==> src/rtl/seq_mul_pkg.sv <==
// seq_mul_pkg: shared state encoding and default operand width for the sequential multiplier
package seq_mul_pkg;
  localparam int DEF_WIDTH = 4;
  typedef enum logic [1:0] {IDLE, CALC, DONE} state_t;
endpackage

==> src/rtl/seq_mul_if.sv <==
// seq_mul_if: operand/product valid-ready bundle between a producer and the multiplier
interface seq_mul_if #(parameter int WIDTH = seq_mul_pkg::DEF_WIDTH);
  logic               in_valid;
  logic               in_ready;
  logic [WIDTH-1:0]   in_a;
  logic [WIDTH-1:0]   in_b;
  logic               in_signed;
  logic               out_valid;
  logic               out_ready;
  logic [2*WIDTH-1:0] out_p;
  logic               busy;
  modport master (output in_valid, in_a, in_b, in_signed, out_ready, input in_ready, out_valid, out_p, busy);
  modport slave  (input in_valid, in_a, in_b, in_signed, out_ready, output in_ready, out_valid, out_p, busy);
endinterface

==> src/rtl/seq_mul_mul_abs.sv <==
// mul_abs: splits an operand into unsigned magnitude and sign; -2^(W-1) maps to 2^(W-1)
module mul_abs #(parameter int WIDTH = 4) (
  input  logic [WIDTH-1:0] x,
  input  logic             is_signed,
  output logic [WIDTH-1:0] mag,
  output logic             sign
);
  always_comb begin
    sign = is_signed & x[WIDTH-1];
    mag  = sign ? -x : x;
  end
endmodule

==> src/rtl/seq_mul.sv <==
// seq_mul: shift-add multiplier on magnitudes, one operation in flight, sign applied on exit
module seq_mul
  import seq_mul_pkg::*;
#(
  parameter int WIDTH      = DEF_WIDTH,
  parameter bit EARLY_EXIT = 1'b0
) (
  input logic     clk,
  input logic     rst,
  seq_mul_if.slave bus
);
  localparam int W2 = 2 * WIDTH;
  localparam int CW = $clog2(WIDTH + 1);
  state_t            state;
  logic [W2-1:0]     mcand, acc, acc_n;
  logic [WIDTH-1:0]  mplier, mag_a, mag_b;
  logic [CW-1:0]     cnt, cnt_n;
  logic              neg, sa, sb, accept, last;
  mul_abs #(.WIDTH(WIDTH)) u_abs_a (.x(bus.in_a), .is_signed(bus.in_signed), .mag(mag_a), .sign(sa));
  mul_abs #(.WIDTH(WIDTH)) u_abs_b (.x(bus.in_b), .is_signed(bus.in_signed), .mag(mag_b), .sign(sb));
  // early exit looks at the multiplier as it will be after this cycle's shift
  always_comb begin
    accept = bus.in_valid & bus.in_ready;
    acc_n  = mplier[0] ? acc + mcand : acc;
    cnt_n  = cnt + 1'b1;
    last   = (cnt_n == CW'(WIDTH)) || (EARLY_EXIT && mplier[WIDTH-1:1] == '0);
  end
  always_ff @(posedge clk) begin
    if (rst) begin
      state         <= IDLE;
      mcand         <= '0;
      acc           <= '0;
      mplier        <= '0;
      cnt           <= '0;
      neg           <= 1'b0;
      bus.out_p     <= '0;
      bus.out_valid <= 1'b0;
      bus.in_ready  <= 1'b1;
      bus.busy      <= 1'b0;
    end else begin
      case (state)
        IDLE: if (accept) begin
          mcand        <= {{WIDTH{1'b0}}, mag_a};
          mplier       <= mag_b;
          acc          <= '0;
          cnt          <= '0;
          neg          <= sa ^ sb;
          bus.in_ready <= 1'b0;
          bus.busy     <= 1'b1;
          state        <= CALC;
        end
        CALC: begin
          acc    <= acc_n;
          mcand  <= mcand << 1;
          mplier <= mplier >> 1;
          cnt    <= cnt_n;
          if (last) begin
            bus.out_p     <= neg ? -acc_n : acc_n;
            bus.out_valid <= 1'b1;
            state         <= DONE;
          end
        end
        DONE: if (bus.out_ready) begin
          bus.out_valid <= 1'b0;
          bus.busy      <= 1'b0;
          bus.in_ready  <= 1'b1;
          state         <= IDLE;
        end
        default: state <= IDLE;
      endcase
    end
  end
endmodule

==> src/flat_wrapper.sv <==
// flat-port wrapper written by rule: the top's interface ports become plain ports
module seq_mul_flat import seq_mul_pkg::*;
#(
  parameter int WIDTH      = DEF_WIDTH,
  parameter bit EARLY_EXIT = 1'b0
)
  (clk, rst, bus_in_valid, bus_in_a, bus_in_b, bus_in_signed, bus_out_ready, bus_in_ready, bus_out_valid, bus_out_p, bus_busy);
  seq_mul_if #(.WIDTH(WIDTH)) bus_i ();
  input logic clk;
  input logic rst;
  input wire logic [$bits(bus_i.in_valid)-1:0] bus_in_valid;
  input wire logic [$bits(bus_i.in_a)-1:0] bus_in_a;
  input wire logic [$bits(bus_i.in_b)-1:0] bus_in_b;
  input wire logic [$bits(bus_i.in_signed)-1:0] bus_in_signed;
  input wire logic [$bits(bus_i.out_ready)-1:0] bus_out_ready;
  output wire logic [$bits(bus_i.in_ready)-1:0] bus_in_ready;
  output wire logic [$bits(bus_i.out_valid)-1:0] bus_out_valid;
  output wire logic [$bits(bus_i.out_p)-1:0] bus_out_p;
  output wire logic [$bits(bus_i.busy)-1:0] bus_busy;
  assign bus_i.in_valid = bus_in_valid;
  assign bus_i.in_a = bus_in_a;
  assign bus_i.in_b = bus_in_b;
  assign bus_i.in_signed = bus_in_signed;
  assign bus_i.out_ready = bus_out_ready;
  assign bus_in_ready = bus_i.in_ready;
  assign bus_out_valid = bus_i.out_valid;
  assign bus_out_p = bus_i.out_p;
  assign bus_busy = bus_i.busy;
  seq_mul #(.WIDTH(WIDTH), .EARLY_EXIT(EARLY_EXIT)) u_core (.clk(clk), .rst(rst), .bus(bus_i));
endmodule
==> config.mk <==
export PLATFORM = sky130hd
export DESIGN_NAME = seq_mul_flat
export DESIGN_NICKNAME = d
export VERILOG_FILES = /design/src/rtl/seq_mul_pkg.sv /design/src/rtl/seq_mul_if.sv /design/src/rtl/seq_mul_mul_abs.sv /design/src/rtl/seq_mul.sv /design/src/flat_wrapper.sv
export SDC_FILE = /design/constraint.sdc
export NUM_CORES = 1
export LEC_CHECK = 0
export CELL_PAD_IN_SITES_DETAIL_PLACEMENT = 0
export CELL_PAD_IN_SITES_GLOBAL_PLACEMENT = 2
export CORE_ASPECT_RATIO = 1.25
export CORE_MARGIN = 8
export CORE_UTILIZATION = 40
export CTS_CLUSTER_SIZE = 28
export DETAILED_ROUTE_END_ITERATION = 16
export DONT_BUFFER_PORTS = 1
export PLACE_DENSITY = 0.87
export SLEW_MARGIN = 25
export SYNTH_ARGS = -nofsm -noshare
export SYNTH_HDL_FRONTEND = slang
export SYNTH_SLANG_ARGS = --single-unit
==> constraint.sdc <==
create_clock -name clk -period 3.7 [get_ports clk]
set_clock_uncertainty 0.05 [all_clocks]
set_input_delay 0.925 -clock clk [delete_from_list [all_inputs] [get_ports clk]]
set_output_delay 0.925 -clock clk [all_outputs]
set_load 0.03 [all_outputs]
==> impl_metrics.env <==
export IMPL_status="complete, no violations"
export IMPL_period_needed_ns=2.54
export IMPL_yosysTopAreaCell="dfxtp_1"
export IMPL_die_area_mm2=0.00805
export IMPL_preCtsSetupSlack_ns=1.16
export IMPL_hold_viol=0
export IMPL_worstPathRequired_ns=3.86
export IMPL_start_util_pct=40.7
export IMPL_cp_slowest_cell="o32ai_1"
export IMPL_cp_cell_sequence="ha_1 > fa_1 > a211oi_1 > nor2_1 > and3b_1 > o32ai_1 > xnor2_1 > a211oi_1"
export IMPL_synth_top_cell_area_share_pct=34.1
export IMPL_crit_path_start="u_core.acc[0]"
export IMPL_drive_gt1_share_pct=7.03
export IMPL_antenna_found_initial=0
export IMPL_gp_congestion=0.751
export IMPL_die_height_um=98.3
export IMPL_finalSetupViolations=0
export IMPL_syn_area_per_cell_um2=8.38
export IMPL_insertion_delay_ns=0.29
export IMPL_min_period_over_period_pct=68.7
export IMPL_seq_area_um2=741
export IMPL_grt_max_degree=30
export IMPL_ant_nets=0
export IMPL_vias=1816
export IMPL_cts_sinks=37
export IMPL_slowest_delay_ns=0.48
export IMPL_wl_mm=4.97
export IMPL_crit_top_cell="a211oi_1"
export IMPL_ys_seq_area_share_pct=34.1
export IMPL_multi_input_area_mm2=0.00132
export IMPL_worstReg2RegStart="u_core.acc[0]"
export IMPL_postCtsHoldBufs=0
export IMPL_yosys_warnings=0
export IMPL_cts_root_buf="clkbuf_8"
export IMPL_synthFlopType="dfxtp_1"
export IMPL_cpLargestDelayFamily="compound AO/OA/AOI/OAI gates"
export IMPL_rows=30
export IMPL_cts_htree_levels=2
export IMPL_syn_cell_area_mm2=0.00217
export IMPL_vdd_ir_drop_max_v=0.000220
export IMPL_hp_class="reg -> reg"
export IMPL_grt_pass1_wl_mm=8.51
export IMPL_criticalPathCategory="reg -> reg"
export IMPL_core_area_mm2=0.00533
export IMPL_layout_commonest_cell="dfxtp_1"
export IMPL_crit_path_end_kind="flop"
export IMPL_crit_buf_inv=0
export IMPL_crit_arrival_ns=2.70
export IMPL_nets=281
export IMPL_via_per_inst=5.68
export IMPL_synth_seq_cells=37
export IMPL_maxCapViolations=0
export IMPL_ctsResizeCount=0
export IMPL_dp_hpwl_mm=3.80
export IMPL_grtUsageTotal_pct=13.2
export IMPL_layout_setup_ws_ns=1.16
export IMPL_nFillCells=560
export IMPL_synth_edf_count=0
export IMPL_rsz0062_at_grt="false"
export IMPL_synth_nets=285
export IMPL_synth_area_top_cells="dfxtp_1, ha_1, nor2_1"
export IMPL_mostFrequentLayoutCells="dfxtp_1, nor2_1, nand2_1"
export IMPL_drt_pass1_iterations=4
export IMPL_die_x_um=81.9
export IMPL_grt_overflow_total=0
export IMPL_path_clk_slew_ns=0.08
export IMPL_area_growth_pct=6.29
export IMPL_post_cts_buffers=0
export IMPL_drv_slew=0
export IMPL_cts_buffers=5
export IMPL_async_flop_share_pct=0
export IMPL_max_slew_margin_pct=60.0
export IMPL_n_antenna_cell=0
export IMPL_grt_pass1_vias=1778
export IMPL_leakage_nw=0.884
export IMPL_fin_setup_tns_ns=0
export IMPL_synth_cell_type_count=59
export IMPL_path_max_fanout=4
export IMPL_startpoint_type="flop"
export IMPL_synthCells=259
export IMPL_fmax_ghz=0.393
export IMPL_cts_tree="built"
export IMPL_ctsLongestPathBuffers=2
export IMPL_drc=0
export IMPL_drt_initial_drc_count=76
export IMPL_io_buffers=0
export IMPL_hold_start="u_core.cnt[2]"
export IMPL_wl_per_cell_um=15.5
export IMPL_ios=24
export IMPL_tightest_slew_ns=0.598
export IMPL_power_density_mw_per_mm2=391
==> kinds of logic (layout without fill, tap and decap cells) <==
group | count (synthesis) | after routing | synth area share (%)
and+or+nand+nor | 96 | 96 | 22.3
AOI/OAI and AO/OA | 78 | 78 | 25.1
adders and majority gates | 13 | 13 | 7.84
buffers and inverters | 21 | 18 | 4.84
xor gates and xnor gates | 11 | 11 | 4.44
DFF | 37 | 37 | 34.1
muxes | 3 | 3 | 1.38
==> sequential cells by signal, indices dropped and copies added, names as in the netlist <==
register,cells
u_core.state,2
u_core.bus.out_valid,1
u_core.neg,1
u_core.mcand,8
u_core.acc,8
u_core.bus.in_ready,1
u_core.bus.busy,1
u_core.bus.out_p,8
u_core.mplier,4
u_core.cnt,3
==> path summary, 6_finish.rpt <==
check | endpoint | cells after the start | slack, ns
min reg2reg | u_core.cnt[2] | 2 | 0.41
max | u_core.bus.out_p[6] | 8 | 1.16
max reg2reg | u_core.bus.out_p[6] | 8 | 1.16
min | u_core.cnt[2] | 2 | 0.41
==> final cells by class <==
| class | instances | share of cell area, % |
|---|---|---|
| flip-flops and latches | 37 | 32.1 |
| inverters | 9 | 1.47 |
| well taps | 64 | 3.47 |
| multi-input cells | 201 | 57.4 |
| clock buffers | 6 | 3.58 |
| repair buffers | 1 | 0.326 |
| clock inverters | 2 | 1.63 |
==> per-layer routing <==
layer / GRT usage, % / wire [um] / vias to the layer above
met5: 0 / 0 / -
li1: - / - / 930
met3: 3.31 / 155 / 9
met4: 5.42 / 123 / 0
met1: 15.4 / 2200 / 856
met2: 21.8 / 2490 / 21
==> cells in the mapped netlist, types with 2 or more instances <==
master     count
o31ai_1        6
a31oi_1        4
inv_1          8
a211oi_1       6
nand3b_1       5
a221oi_1       2
ha_1          12
a2111oi_0      2
a22o_1         6
nand2b_1       6
o21ai_0       13
o22ai_1        2
clkbuf_1       6
xnor2_1        5
nand2_1       28
buf_2          2
nand3_1        7
a21oi_1       18
xor2_1         6
a21o_1         3
mux2i_1        3
nor2_1        31
o221ai_1       2
dfxtp_1       37
o211ai_2       2
nor3_1         4
==> through the flow <==
step | hold WS (ns) | util (%) | total power (W) | area, um^2 | std cells
2_1_floorplan | 0.375 | - | 0.000526 | 2170 | 259
3_3_place_gp | 0.389 | 41.0 | 0.000544 | 2190 | 312
3_5_place_dp | 0.400 | 41.0 | 0.000546 | 2190 | 312
4_1_cts | 0.419 | 43.3 | 0.000912 | 2310 | 320
5_1_grt | 0.441 | 43.3 | 0.000942 | 2310 | 320
6_report | 0.409 | 43.3 | 0.000902 | 2310 | 320
==> report_power, final <==
part           total [W]  leakage [nW]  internal (W)  switching [W]
registers       0.000434         0.300      0.000412      0.0000219
logic           0.000102         0.526     0.0000404      0.0000612
clock network   0.000367        0.0574      0.000219       0.000148
total           0.000902         0.884      0.000672       0.000231
==> tightest hold or removal path: cells and delay by family, from the launching register on <==
family	cells	cell delay [ns]
AND/OR/NAND/NOR	1	0.05
AO/OA/AOI/OAI	1	0.06
flip-flops	1	0.33
Note: power is estimated with default switching activity, not from simulation.
